### src/rtl/quant_pkg.sv
// quant_pkg: shared types for the mixed-precision MAC sequencer.
//   prec_e       operand precision encoding (INT8 / INT4 / BIN)
//   EPB_*        elements packed per operand byte for each precision
//   seq_state_e  sequencer FSM states
//   elems_per_byte() maps a precision to its per-byte element count
package quant_pkg;

  typedef enum logic [1:0] {
    PREC_INT8 = 2'd0,
    PREC_INT4 = 2'd1,
    PREC_BIN  = 2'd2
  } prec_e;

  localparam int EPB_INT8 = 1;
  localparam int EPB_INT4 = 2;
  localparam int EPB_BIN  = 8;

  typedef enum logic [2:0] {
    S_IDLE = 3'd0,
    S_RD   = 3'd1,
    S_WAIT = 3'd2,
    S_MAC  = 3'd3,
    S_DONE = 3'd4
  } seq_state_e;

  function automatic logic [3:0] elems_per_byte(input prec_e p);
    case (p)
      PREC_INT8: return 4'(EPB_INT8);
      PREC_INT4: return 4'(EPB_INT4);
      default:   return 4'(EPB_BIN);
    endcase
  endfunction

endpackage

### src/rtl/mac_operand_unpack.sv
// mac_operand_unpack: combinational selection of one element from a packed
// operand byte pair for the MAC. All outputs are 0 when en_i is low.
// Ports: en_i (MAC issue cycle), prec_i, sub_idx_i (element within byte),
//        byte_a_i/byte_b_i (packed bytes) -> a8/b8, a4/b4, ab/bb operands.
module mac_operand_unpack
  import quant_pkg::*;
(
  input  logic       en_i,
  input  prec_e      prec_i,
  input  logic [2:0] sub_idx_i,
  input  logic [7:0] byte_a_i,
  input  logic [7:0] byte_b_i,
  output logic [7:0] a8_o,
  output logic [7:0] b8_o,
  output logic [3:0] a4_o,
  output logic [3:0] b4_o,
  output logic       ab_o,
  output logic       bb_o
);

  always_comb begin
    a8_o = '0;
    b8_o = '0;
    a4_o = '0;
    b4_o = '0;
    ab_o = 1'b0;
    bb_o = 1'b0;
    if (en_i) begin
      case (prec_i)
        PREC_INT8: begin
          a8_o = byte_a_i;
          b8_o = byte_b_i;
        end
        PREC_INT4: begin
          // low nibble is element 0
          a4_o = sub_idx_i[0] ? byte_a_i[7:4] : byte_a_i[3:0];
          b4_o = sub_idx_i[0] ? byte_b_i[7:4] : byte_b_i[3:0];
        end
        default: begin
          // LSB is element 0; 1 encodes +1, 0 encodes -1 (MAC interprets)
          ab_o = byte_a_i[sub_idx_i];
          bb_o = byte_b_i[sub_idx_i];
        end
      endcase
    end
  end

endmodule

### src/rtl/mac_seq_ctrl.sv
// mac_seq_ctrl: sequences one signed dot product per start command through
// the MAC, fetching packed bytes from two synchronous RAMs (RD -> WAIT -> MAC).
// Ports: command side (start, prec_i, len_i, base_a_i, base_b_i, busy, done,
//        result), RAM side (mem_en, mem_*_addr, mem_*_rdata), MAC side
//        (mac_prec, mac_a8/b8/a4/b4/ab/bb, mac_prod).
// Build option MAC_SEQ_SAT_EN: saturate the accumulator to signed ACC_W bounds;
// otherwise it wraps modulo 2^ACC_W.
module mac_seq_ctrl
  import quant_pkg::*;
#(
  parameter int ADDR_W = 10,
  parameter int LEN_W  = 12,
  parameter int ACC_W  = 32
) (
  input  logic              clk,
  input  logic              rst,
  input  logic              start,
  input  logic [1:0]        prec_i,
  input  logic [LEN_W-1:0]  len_i,
  input  logic [ADDR_W-1:0] base_a_i,
  input  logic [ADDR_W-1:0] base_b_i,
  output logic              busy,
  output logic              done,
  output logic [ACC_W-1:0]  result,
  output logic              mem_en,
  output logic [ADDR_W-1:0] mem_a_addr,
  output logic [ADDR_W-1:0] mem_b_addr,
  input  logic [7:0]        mem_a_rdata,
  input  logic [7:0]        mem_b_rdata,
  output logic [1:0]        mac_prec,
  output logic [7:0]        mac_a8,
  output logic [7:0]        mac_b8,
  output logic [3:0]        mac_a4,
  output logic [3:0]        mac_b4,
  output logic              mac_ab,
  output logic              mac_bb,
  input  logic [31:0]       mac_prod
);

  seq_state_e               state_q, state_d;
  prec_e                    prec_q, prec_d;
  logic [LEN_W-1:0]         left_q, left_d;
  logic [2:0]               sub_q, sub_d;
  logic [ADDR_W-1:0]        addr_a_q, addr_a_d, addr_b_q, addr_b_d;
  logic [7:0]               byte_a_q, byte_a_d, byte_b_q, byte_b_d;
  logic signed [ACC_W-1:0]  acc_q, acc_d, acc_sum;
  logic [ACC_W-1:0]         result_q, result_d;
  logic                     mac_en;
  logic [3:0]               epb;

  assign epb = elems_per_byte(prec_q);

`ifdef MAC_SEQ_SAT_EN
  // Add in a width that can never overflow, then clamp back into ACC_W.
  localparam int SUM_W = ((ACC_W > 32) ? ACC_W : 32) + 1;
  localparam logic signed [SUM_W-1:0] ACC_MAX = SUM_W'({1'b0, {(ACC_W-1){1'b1}}});
  localparam logic signed [SUM_W-1:0] ACC_MIN = ~ACC_MAX;
  logic signed [SUM_W-1:0] sum_wide;

  always_comb begin
    sum_wide = SUM_W'(acc_q) + SUM_W'($signed(mac_prod));
    if (sum_wide > ACC_MAX)      acc_sum = ACC_MAX[ACC_W-1:0];
    else if (sum_wide < ACC_MIN) acc_sum = ACC_MIN[ACC_W-1:0];
    else                         acc_sum = sum_wide[ACC_W-1:0];
  end
`else
  assign acc_sum = acc_q + ACC_W'($signed(mac_prod));
`endif

  always_comb begin
    state_d  = state_q;
    prec_d   = prec_q;
    left_d   = left_q;
    sub_d    = sub_q;
    addr_a_d = addr_a_q;
    addr_b_d = addr_b_q;
    byte_a_d = byte_a_q;
    byte_b_d = byte_b_q;
    acc_d    = acc_q;
    result_d = result_q;
    busy     = 1'b0;
    done     = 1'b0;
    mem_en   = 1'b0;
    mac_en   = 1'b0;
    case (state_q)
      S_IDLE: begin
        if (start) begin
          prec_d   = (prec_i == 2'd3) ? PREC_BIN : prec_e'(prec_i);
          left_d   = len_i;
          sub_d    = '0;
          addr_a_d = base_a_i;
          addr_b_d = base_b_i;
          acc_d    = '0;
          if (len_i == '0) begin
            result_d = '0;
            state_d  = S_DONE;
          end else begin
            state_d  = S_RD;
          end
        end
      end
      S_RD: begin
        busy    = 1'b1;
        mem_en  = 1'b1;
        state_d = S_WAIT;
      end
      S_WAIT: begin
        busy     = 1'b1;
        byte_a_d = mem_a_rdata;
        byte_b_d = mem_b_rdata;
        state_d  = S_MAC;
      end
      S_MAC: begin
        busy   = 1'b1;
        mac_en = 1'b1;
        acc_d  = acc_sum;
        left_d = left_q - 1'b1;
        if (left_q == LEN_W'(1)) begin
          // result captured here so it is valid in the DONE cycle
          result_d = acc_sum;
          state_d  = S_DONE;
        end else if ({1'b0, sub_q} == epb - 4'd1) begin
          sub_d    = '0;
          addr_a_d = addr_a_q + 1'b1;
          addr_b_d = addr_b_q + 1'b1;
          state_d  = S_RD;
        end else begin
          sub_d    = sub_q + 1'b1;
        end
      end
      S_DONE: begin
        done    = 1'b1;
        state_d = S_IDLE;
      end
      default: state_d = S_IDLE;
    endcase
  end

  always_ff @(posedge clk) begin
    if (rst) begin
      state_q  <= S_IDLE;
      prec_q   <= PREC_INT8;
      left_q   <= '0;
      sub_q    <= '0;
      addr_a_q <= '0;
      addr_b_q <= '0;
      byte_a_q <= '0;
      byte_b_q <= '0;
      acc_q    <= '0;
      result_q <= '0;
    end else begin
      state_q  <= state_d;
      prec_q   <= prec_d;
      left_q   <= left_d;
      sub_q    <= sub_d;
      addr_a_q <= addr_a_d;
      addr_b_q <= addr_b_d;
      byte_a_q <= byte_a_d;
      byte_b_q <= byte_b_d;
      acc_q    <= acc_d;
      result_q <= result_d;
    end
  end

  assign result     = result_q;
  assign mem_a_addr = addr_a_q;
  assign mem_b_addr = addr_b_q;
  assign mac_prec   = prec_q;

  mac_operand_unpack u_unpack (
    .en_i      (mac_en),
    .prec_i    (prec_q),
    .sub_idx_i (sub_q),
    .byte_a_i  (byte_a_q),
    .byte_b_i  (byte_b_q),
    .a8_o      (mac_a8),
    .b8_o      (mac_b8),
    .a4_o      (mac_a4),
    .b4_o      (mac_b4),
    .ab_o      (mac_ab),
    .bb_o      (mac_bb)
  );

endmodule

### config.mk
export PLATFORM = sky130hd
export DESIGN_NAME = mac_seq_ctrl
export DESIGN_NICKNAME = d
export VERILOG_FILES = /design/src/rtl/quant_pkg.sv /design/src/rtl/mac_operand_unpack.sv /design/src/rtl/mac_seq_ctrl.sv
export SDC_FILE = /design/constraint.sdc
export NUM_CORES = 1
export LEC_CHECK = 0
export BUFFER_PORTS_ARGS = -buffer_cell sky130_fd_sc_hd__buf_2
export CAP_MARGIN = 20
export CORE_AREA = 2 2 116 118
export DETAILED_ROUTE_END_ITERATION = 8
export DIE_AREA = 0 0 118 120
export PLACE_DENSITY = 0.82
export SLEW_MARGIN = 10
export SYNTH_ARGS = -nofsm -noshare
export SYNTH_HDL_FRONTEND = slang
export SYNTH_SLANG_ARGS = --single-unit
export TNS_END_PERCENT = 10
### constraint.sdc
create_clock -name clk -period 7.25 [get_ports clk]
set_clock_uncertainty 0.2 [all_clocks]
set_input_delay 0.3625 -clock clk [delete_from_list [all_inputs] [get_ports clk]]
set_output_delay 0.3625 -clock clk [all_outputs]
set_load 0.01 [all_outputs]
==> results of run 1 <==
-- area by class of cell --
type	count	area (um^2)	share of cell area (%)
diodes	1	2.50	0.0291
clock buffers	20	467	5.43
clock inverters	12	149	1.73
inverters	14	52.6	0.611
multi-input cells	689	4260	49.5
flip-flops and latches	120	2400	27.9
well taps	176	220	2.56
repair buffers	190	1050	12.2
-- through the flow --
stage	hold slack [ps]	instances	instance area (um^2)	utilization [%]	power, uW
after floorplan	226	875	6960	-	1430
after global placement	235	1171	7800	60.1	1620
after detailed placement	248	1171	7800	60.1	1640
after CTS	0.201	1219	8580	66.1	2520
after global routing	16.8	1221	8600	66.2	2670
final	10.4	1222	8600	66.2	2530
-- kinds of logic (layout without fill, tap and decap cells) --
| family | count (synthesis) | in the layout | synth area share, % |
|---|---|---|---|
| and+or+nand+nor | 332 | 332 | 22.4 |
| AOI/OAI and AO/OA | 285 | 285 | 26.8 |
| DFF | 120 | 120 | 34.5 |
| buffers and inverters | 66 | 236 | 4.53 |
| adders and majority gates | 37 | 37 | 6.76 |
| xor gates and xnor gates | 23 | 23 | 2.89 |
| muxes | 12 | 12 | 2.08 |
| other | 0 | 1 | 0 |
-- how the worst min path moves through the flow --
stage,to,from,slack (ps)
floorplan,acc_q[16],acc_q[16],230
global placement,acc_q[16],acc_q[16],240
detailed placement,result[4],result[4],250
CTS,mem_a_addr[1],base_a_i[1],0.2
global route,mem_a_addr[1],base_a_i[1],20
finish,mem_a_addr[1],base_a_i[1],10
-- routing by layer --
metal,track usage (%),part of all wire (%)
met4,11.2,2.6
met5,0,0.061
met1,35.4,44
met2,44.3,47
met3,5.61,6.3
-- power by group --
group          switching (uW)  internal, uW
clock                     312           565
combinational             494           288
sequential                108           765
total                     914          1620
-- critical path: cells and delay by family (launching register included) --
kind	cells	cell delay, ps
compound gates	1	210
flops	1	390
simple gates	6	2200
-- placed cells by master, fill, tap and decap left out, types with 4 or more instances in the layout --
cell,count
buf_2,167
dfxtp_1,120
nand2_1,118
a21oi_1,101
nor2_1,81
o21ai_0,41
ha_1,36
nand3_1,31
and2_1,24
a22o_1,24
nor3_1,17
a22oi_1,17
clkbuf_16,17
dlygate4sd3_1,16
xnor2_1,15
inv_1,14
nand4_1,13
a211oi_1,13
a21o_1,12
mux2i_1,10
nor2b_1,8
o22ai_1,8
xor2_1,8
buf_4,7
a31oi_1,6
o31ai_1,6
nand3b_1,6
or4_1,6
or3_1,5
o21bai_1,5
a31o_2,5
and3_1,4
o21a_1,4
a32o_1,4
clkinv_2,4
clkinvlp_4,4
-- state kept, by name, summed over array words and instances, names as in the netlist --
register / cells
byte_b_q: 8
left_q: 12
mac_prec: 2
mem_a_addr: 10
mem_b_addr: 10
sub_q: 3
state_q: 3
result: 32
acc_q: 32
byte_a_q: 8
-- repair_timing --
action                                 4_1_cts  5_1_grt
resized for setup                            0        0
hold buffers                                16        0
endpoints found under the hold margin       16        0
==> impl_metrics.yaml, run 1 <==
finish:
  nets: 1154
  area_growth_pct: 23.5
  fillers: 1118
  layout-drive-gt1-share_pct: 22.2
logic_synthesis:
  async_flop_share_pct: 0
  ys_ff_latch: 120
  synth_area_um2: 6960
  yosysWarnings: 0
  syn_avg_cell_area_um2: 7.96
  syn_inst: 875
  yosysSeqAreaShare_pct: 34.5
  synth_cell_types: 70
  synth_edf_count: 0
  synth_nets: 997
  yosys-top-cells-area: "dfxtp_1 35%, a21oi_1 7.3%, ha_1 6.5%, nand2_1 6.4%, nor2_1 4.4%"
  synth_commonest_cells: "120 x dfxtp_1, 118 x nand2_1, 101 x a21oi_1"
  synth_top_area_share_pct: 34.5
  yosys.area.top_type: "dfxtp_1"
  ys.flop_type: "dfxtp_1"
  yosysMostFrequentCell: "dfxtp_1"
sta:
  fin_tns_setup_ps: 0
  min_period_ps: 3120
  final-setup-viol-count: 0
  slew_viol_final: 0
  period_share_pct: 43.0
  rsz0062_at_grt: "no"
  fmax_mhz: 321
  layout_setup_ws_ps: 4130
  slew_headroom_pct: 34.5
  final_hold_viol_count: 0
  tightestPinTransition_ps: 981
routing:
  drt.antenna.violating_nets: 0
  routedWlPerCell_um: 16.0
  vias: 7123
  drtIter0Drc: 515
  drc: 0
  routed_wl_um: 19600
  dr.pass1.iters: 5
  vias_per_cell: 5.83
placement:
  portBuffers: 167
  post-place-ws_ps: 4160
  routabilityCongestion: 0.907
  detailed_place_hpwl_um: 13400
critical_path:
  r2r_start: "state_q[2]"
  critical_path_required_ps: 7360
  crit_path_max_fanout: 16
  regToRegSetupSlack_ps: 4130
  slowest_stage: "nor3_1"
  cp-endpoint: "result[25]"
  critPathMaxStageDelay_ps: 470
  path_class: "reg -> reg"
  crit_start: "state_q[2]"
  crit_chain: "nor3_1 > nand2_1 > nand2_1 > and2_1 > nor2_2 > and2_1 > a31o_2"
  start_kind: "flop"
  end_kind: "flop"
  arrival_ps: 3230
  rr_worst_depth: 7
  r2r-end: "result[25]"
cts:
  clk_pin_slew_ps: 60
  cts.path.max_buffers: 2
  h-tree-depth: 4
  cts_buffers: 17
  cts_setup_buffers: 0
  cts-root-buf: "clkbuf_16"
  cts_sinks: 120
  clk_latency_ps: 420
  cts_tree: "yes"
pwr:
  peakVddDrop_mv: 0.217
  p_per_area_nw_per_um2: 294
  leakage_uw: 0.00373
grt:
  grt_antenna_before_repair: 2
  grt_pass1_wl_um: 31500
  grt_max_degree: 91
  overflow: 0
  grt_pass1_vias: 6419
  grt.total_usage_pct: 27.3
outcome:
  status: "complete, no violations"
run:
  cap_violations: 0
die:
  dieArea_um2: 14200
  die_x_um: 118
  die_height_um: 120
  coreArea_um2: 13000
  initial_core_util_pct: 53.6
  placementRows: 42
  ios: 168
worst_hold_path:
  min_path_type: "in -> reg"
  hold_depth: 3
(Power assumes the default switching activity.)
==> run 2: changes to the inputs <==
--- a/config.mk
+++ b/config.mk
@@ -5,12 +5,13 @@
 export SDC_FILE = /design/constraint.sdc
 export NUM_CORES = 1
 export LEC_CHECK = 0
+export ABC_AREA = 1
 export BUFFER_PORTS_ARGS = -buffer_cell sky130_fd_sc_hd__buf_2
 export CAP_MARGIN = 20
-export CORE_AREA = 2 2 116 118
+export CORE_AREA = 2 2 130 132
 export DETAILED_ROUTE_END_ITERATION = 8
-export DIE_AREA = 0 0 118 120
-export PLACE_DENSITY = 0.82
+export DIE_AREA = 0 0 132 134
+export PLACE_DENSITY = 0.79
 export SLEW_MARGIN = 10
 export SYNTH_ARGS = -nofsm -noshare
 export SYNTH_HDL_FRONTEND = slang
==> constraint.sdc (replaced) <==
create_clock -name clk -period 2.6 [get_ports clk]
set_clock_uncertainty 0.2 [all_clocks]
set_input_delay 0.13 -clock clk [delete_from_list [all_inputs] [get_ports clk]]
set_output_delay 0.13 -clock clk [all_outputs]
set_load 0.01 [all_outputs]
==> run 2 against run 1 <==
Net effect: worst setup slack worse by 3900 ps; critical path depth is the same; global-route usage rose by 0.62 points; largest power group is now combinational cells; non-clock buffer count rose by 44; register-to-register slack worse by 3800 ps; via count grew 28%; final area increased by 19%; sequential share of layout area decreased by 4.5 points; die area is 25% higher.
==> impl_metrics.yaml, run 2 <==
finish:
  num_antenna_cells: 0
  fillers: 1504
  layout_common_cells: "395 x nand2_1, 188 x inv_1, 167 x buf_2, 146 x nor2_1, 124 x a21oi_1"
  layout-drive-gt1-share_pct: 18.4
  nets: 1661
  final_common_cell: "nand2_1"
  area_growth_pct: 25.7
logic_synthesis:
  synth_cell_types: 45
  ys_ff_latch: 120
  syn_avg_cell_area_um2: 6.14
  ys.flop_type: "dfxtp_1"
  yosys-top-cells-area: "dfxtp_1 29%, nand2_1 18%, inv_1 8.7%, a21oi_1 7.6%, nor2_1 6.7%"
  synth_commonest_cells: "396 x nand2_1, 189 x inv_1, 146 x nor2_1"
  yosysSeqAreaShare_pct: 29.4
  yosys.area.top_type: "dfxtp_1"
  synth_nets: 1452
  synth_top_area_share_pct: 29.4
  syn_inst: 1330
  synth_edf_count: 0
  yosysWarnings: 0
  async_flop_share_pct: 0
  synth_area_um2: 8170
  yosysMostFrequentCell: "nand2_1"
sta:
  final-setup-viol-count: 0
  tightestPinTransition_ps: 901
  final_hold_viol_count: 0
  rsz0062_at_grt: "no"
  holdWs_ps: 20.7
  slew_headroom_pct: 39.8
  period_share_pct: 89.5
  fmax_mhz: 430
  min_period_ps: 2330
  fin_tns_setup_ps: 0
  slew_viol_final: 0
cts:
  clk_latency_ps: 430
  cts_tree: "yes"
  cts_buffers: 17
  h-tree-depth: 4
  cts_setup_buffers: 0
  clk_pin_slew_ps: 50
  cts-root-buf: "clkbuf_16"
  cts_sinks: 120
  cts.path.max_buffers: 2
worst_hold_path:
  worstHoldStart: "mac_prod[30]"
  min_path_type: "in -> reg"
placement:
  portBuffers: 167
  detailed_place_hpwl_um: 17000
  routabilityCongestion: 0.936
pwr:
  p_per_area_nw_per_um2: 814
  peakVddDrop_mv: 0.550
  leakage_uw: 0.00514
  p_total_uw: 8360
critical_path:
  slowest_stage: "buf_4"
  crit_start: "state_q[2]"
  path_class: "reg -> out"
  cpLargestDelayFamily: "simple AND/OR/NAND/NOR gates"
  worst-path-buf-inv: 3
  worst-path-stages: 7
  critPathMaxStageDelay_ps: 360
  regToRegSetupSlack_ps: 310
  crit_path_max_fanout: 27
  end_kind: "primary output"
  arrival_ps: 2000
  r2r_start: "acc_q[0]"
  r2r-end: "acc_q[28]"
  crit_chain: "inv_2 > nand2_2 > nor2_4 > buf_4 > nand3_2 > nor2_1 > buf_2"
  critical_path_required_ps: 2270
  start_kind: "flop"
  rr_worst_depth: 13
  cp-endpoint: "mac_a4[1]"
die:
  die_height_um: 134
  coreArea_um2: 16300
  placementRows: 47
  ios: 168
  initial_core_util_pct: 50.1
  die_x_um: 132
  dieArea_um2: 17700
routing:
  vias_per_cell: 5.14
  vias: 9109
  drc: 0
  dr.pass1.iters: 5
  routed_wl_um: 24400
  top_layer_used: "met4"
  drtIter0Drc: 530
  wl_met1_um: 10100
  route.met2.wl_um: 12100
  drt.antenna.violating_nets: 0
  wl_met3_um: 1620
  routedWlPerCell_um: 13.8
grt:
  grt.total_usage_pct: 27.9
  grt_antenna_before_repair: 0
  overflow: 0
  grt_pass1_vias: 8797
  grt_pass1_wl_um: 40400
  grt_max_degree: 58
outcome:
  status: "complete, no violations"
run:
  cap_violations: 0
==> run 2: changes by cell type after synthesis, sizes merged, moves of 17 or more <==
cell and delta:
a21oi +40, a22o -24, a22oi -17, and2 -23, inv +183, nand2 +305, nand3 +36, nor2 +73
==> run 2: area by class of cell <==
cell class / instances / area (um^2) / share of cell area, %
clock buffer: 21 / 470 / 4.58
clock inverter: 11 / 123 / 1.19
inverter: 200 / 762 / 7.42
multi-input combinational: 966 / 4750 / 46.3
sequential: 120 / 2400 / 23.4
tap: 220 / 275 / 2.68
timing repair buffer: 234 / 1490 / 14.5
==> run 2: how the worst min path moves through the flow <==
stage	cells after the start	slack [ps]	endpoint
final	5	20	result[30]
after global routing	5	70	result[30]
after global placement	3	180	mac_prec[0]
after detailed placement	3	180	mac_prec[0]
after CTS	5	20	result[29]
after floorplan	2	70	mac_prec[0]
==> run 2: cell families (layout without fill, tap and decap cells) <==
group | Yosys count | in the layout | synth area share, %
flip-flops | 120 | 120 | 29.4
adder cells (fa/ha/maj) | 37 | 37 | 5.76
XOR/XNOR | 5 | 5 | 0.536
AO/OA/AOI/OAI | 234 | 234 | 16.1
AND/OR/NAND/NOR | 690 | 690 | 35.6
buffers and inverters | 244 | 466 | 12.5
==> run 2: worst reg2reg max path: cells and delay by family, from the launching register on <==
family | cells | cell delay [ps]
AOI/OAI and AO/OA | 1 | 80
buffers and inverters | 2 | 160
adders and majority gates | 2 | 560
and+or+nand+nor | 8 | 800
DFF | 1 | 330
==> run 2: timing repair <==
item,4_1_cts,5_1_grt
hold endpoints to repair,53,0
gates resized for setup,0,3
endpoints found under the setup margin,0,7
hold buffers,54,0
==> run 2: routing by layer <==
layer	vias up	GRT usage, %
met5	-	0
met4	0	10.8
met3	49	6.01
met2	335	50.1
met1	4095	32.4
li1	4630	-
==> run 2: report_power, final <==
group | total, uW | internal (uW) | switching, uW
clock network | 2380 | 1480 | 899
registers | 2610 | 2270 | 333
logic | 3370 | 1160 | 2200
==> run 2: per-stage QoR <==
| stage | util [%] | instances | instance area (um^2) | setup slack [ps] |
|---|---|---|---|---|
| 2_1_floorplan | - | 1330 | 8170 | 546 |
| 3_3_place_gp | 56.0 | 1686 | 9130 | 368 |
| 3_5_place_dp | 56.0 | 1686 | 9130 | 306 |
| 4_1_cts | 63.0 | 1772 | 10300 | 154 |
| 5_1_grt | 63.0 | 1772 | 10300 | 27.9 |
| 6_report | 63.0 | 1772 | 10300 | 273 |
==> run 3: changes to the inputs <==
--- a/config.mk
+++ b/config.mk
@@ -12,6 +12,7 @@
 export DETAILED_ROUTE_END_ITERATION = 8
 export DIE_AREA = 0 0 132 134
 export PLACE_DENSITY = 0.79
+export REMOVE_ABC_BUFFERS = 1
 export SLEW_MARGIN = 10
 export SYNTH_ARGS = -nofsm -noshare
 export SYNTH_HDL_FRONTEND = slang
==> run 3 against run 2 <==
Net effect: sequential share of layout area fell by 0.067 points; final area rose by 0.34%; fmax fell by 4.5%; clock-buffer cell count rose by 1; sequential cell count did not move; die area did not move; critical path depth did not move; critical endpoint is now mac_a4[2]; largest power group unchanged.
==> impl_metrics.yaml, run 3 (synthesized netlist as in run 2, its figures left out) <==
outcome:
  status: "complete, no violations"
finish:
  nets: 1660
  area_growth_pct: 26.2
  final_common_cell: "nand2_1"
  layout_common_cells: "396 x nand2_1, 189 x inv_1, 167 x buf_2, 146 x nor2_1, 124 x a21oi_1"
  final_area_um2: 10300
  num_antenna_cells: 0
  layout-drive-gt1-share_pct: 18.1
  utilization_pct: 63.3
routing:
  drc: 0
  vias_per_cell: 5.11
  routed_wl_um: 24000
  routedWlPerCell_um: 13.5
  dr.pass1.iters: 5
  drtIter0Drc: 571
  vias: 9051
  drt.antenna.violating_nets: 0
sta:
  holdWs_ps: 11.7
  final-setup-viol-count: 0
  period_share_pct: 93.7
  min_period_ps: 2440
  tightestPinTransition_ps: 928
  layout_setup_ws_ps: 163
  slew_headroom_pct: 38.0
  rsz0062_at_grt: "no"
  final_hold_viol_count: 0
  fin_tns_setup_ps: 0
  slew_viol_final: 0
  fmax_mhz: 410
critical_path:
  start_kind: "flop"
  worst-path-buf-inv: 3
  end_kind: "primary output"
  crit_path_max_fanout: 26
  critPathMaxStageDelay_ps: 330
  regToRegSetupSlack_ps: 260
  critical_path_required_ps: 2270
  arrival_ps: 2110
  cpLargestDelayFamily: "simple AND/OR/NAND/NOR gates"
  crit_chain: "inv_2 > nand2_2 > nor2_4 > buf_4 > nand3_1 > nor2_1 > buf_2"
  slowest_stage: "dfxtp_1"
  path_class: "reg -> out"
cts:
  cts-root-buf: "clkbuf_16"
  cts_sinks: 120
  cts_tree: "yes"
  clk_latency_ps: 420
  h-tree-depth: 4
  cts.path.max_buffers: 2
  clk_pin_slew_ps: 60
  cts_buffers: 17
pwr:
  peakVddDrop_mv: 0.540
  leakage_uw: 0.00516
  p_per_area_nw_per_um2: 826
placement:
  post_dp_cell_area_um2: 9110
  detailed_place_hpwl_um: 16900
  post-place-ws_ps: 289
  routabilityCongestion: 0.934
  portBuffers: 167
grt:
  overflow: 0
  grt_max_degree: 42
  grt_pass1_vias: 8298
  grt.total_usage_pct: 26.8
  grt_antenna_before_repair: 0
  grt_pass1_wl_um: 38800
die:
  die_x_um: 132
  initial_core_util_pct: 50.1
  dieArea_um2: 17700
  ios: 168
  coreArea_um2: 16300
  die_height_um: 134
  placementRows: 47
worst_hold_path:
  min_path_type: "in -> reg"
run:
  cap_violations: 0
-- run 3: cell count changes in the layout (fill, tap and decap cells not counted), sizes merged --
cell | previous run | this run
clkinv | 8 | 5
buf | 180 | 178
bufinv | 2 | 4
clkbuf | 21 | 22
clkinvlp | 4 | 3
dlygate4sd3 | 54 | 55
inv | 197 | 198
-- run 3: power breakdown --
group,switching [uW],internal [uW]
logic,2190,1160
clock network,881,1660
registers,341,2280
-- run 3: worst paths after layout --
path,startpoint,to,depth (start not counted)
setup / recovery,state_q[2],mac_a4[2],7
hold / removal,mac_prod[31],result[31],5
setup reg to reg,acc_q[0],acc_q[20],12
hold reg to reg,result[5],result[5],2
-- run 3: layer usage --
metal	track usage [%]	routed length, um
met1	34.5	10800
met2	43.9	10900
met3	4.95	1390
met4	12.0	853
met5	0	40
-- run 3: worst reg2reg max path: cells and delay by family, from the launching register on --
kind                       cells  cell delay [ps]
and+or+nand+nor                7              860
adders and majority gates      2              540
DFF                            1              330
buffers and inverters          2              210
AOI/OAI and AO/OA              1              150
-- run 3: cell type report --
| cell class | instances | area (um^2) |
|---|---|---|
| multi-input combinational | 966 | 4750 |
| tap | 220 | 275 |
| clock inverter | 10 | 166 |
| inverter | 200 | 766 |
| sequential | 120 | 2400 |
| clock buffer | 22 | 464 |
| fill | 1502 | 5990 |
| timing repair buffer | 233 | 1480 |
-- run 3: what timing repair did --
item	4_1_cts	5_1_grt
endpoints found under the hold margin	55	2
gates resized for setup	0	3
setup buffers	0	0
hold buffers	54	1
setup endpoints to repair	0	2
-- run 3: per-stage QoR --
| stage | std cells | power [uW] |
|---|---|---|
| global route | 1771 | 9070 |
| finish | 1771 | 8510 |
| global placement | 1684 | 5810 |
| floorplan | 1286 | 4830 |
| detailed placement | 1684 | 5890 |
| CTS | 1770 | 8510 |
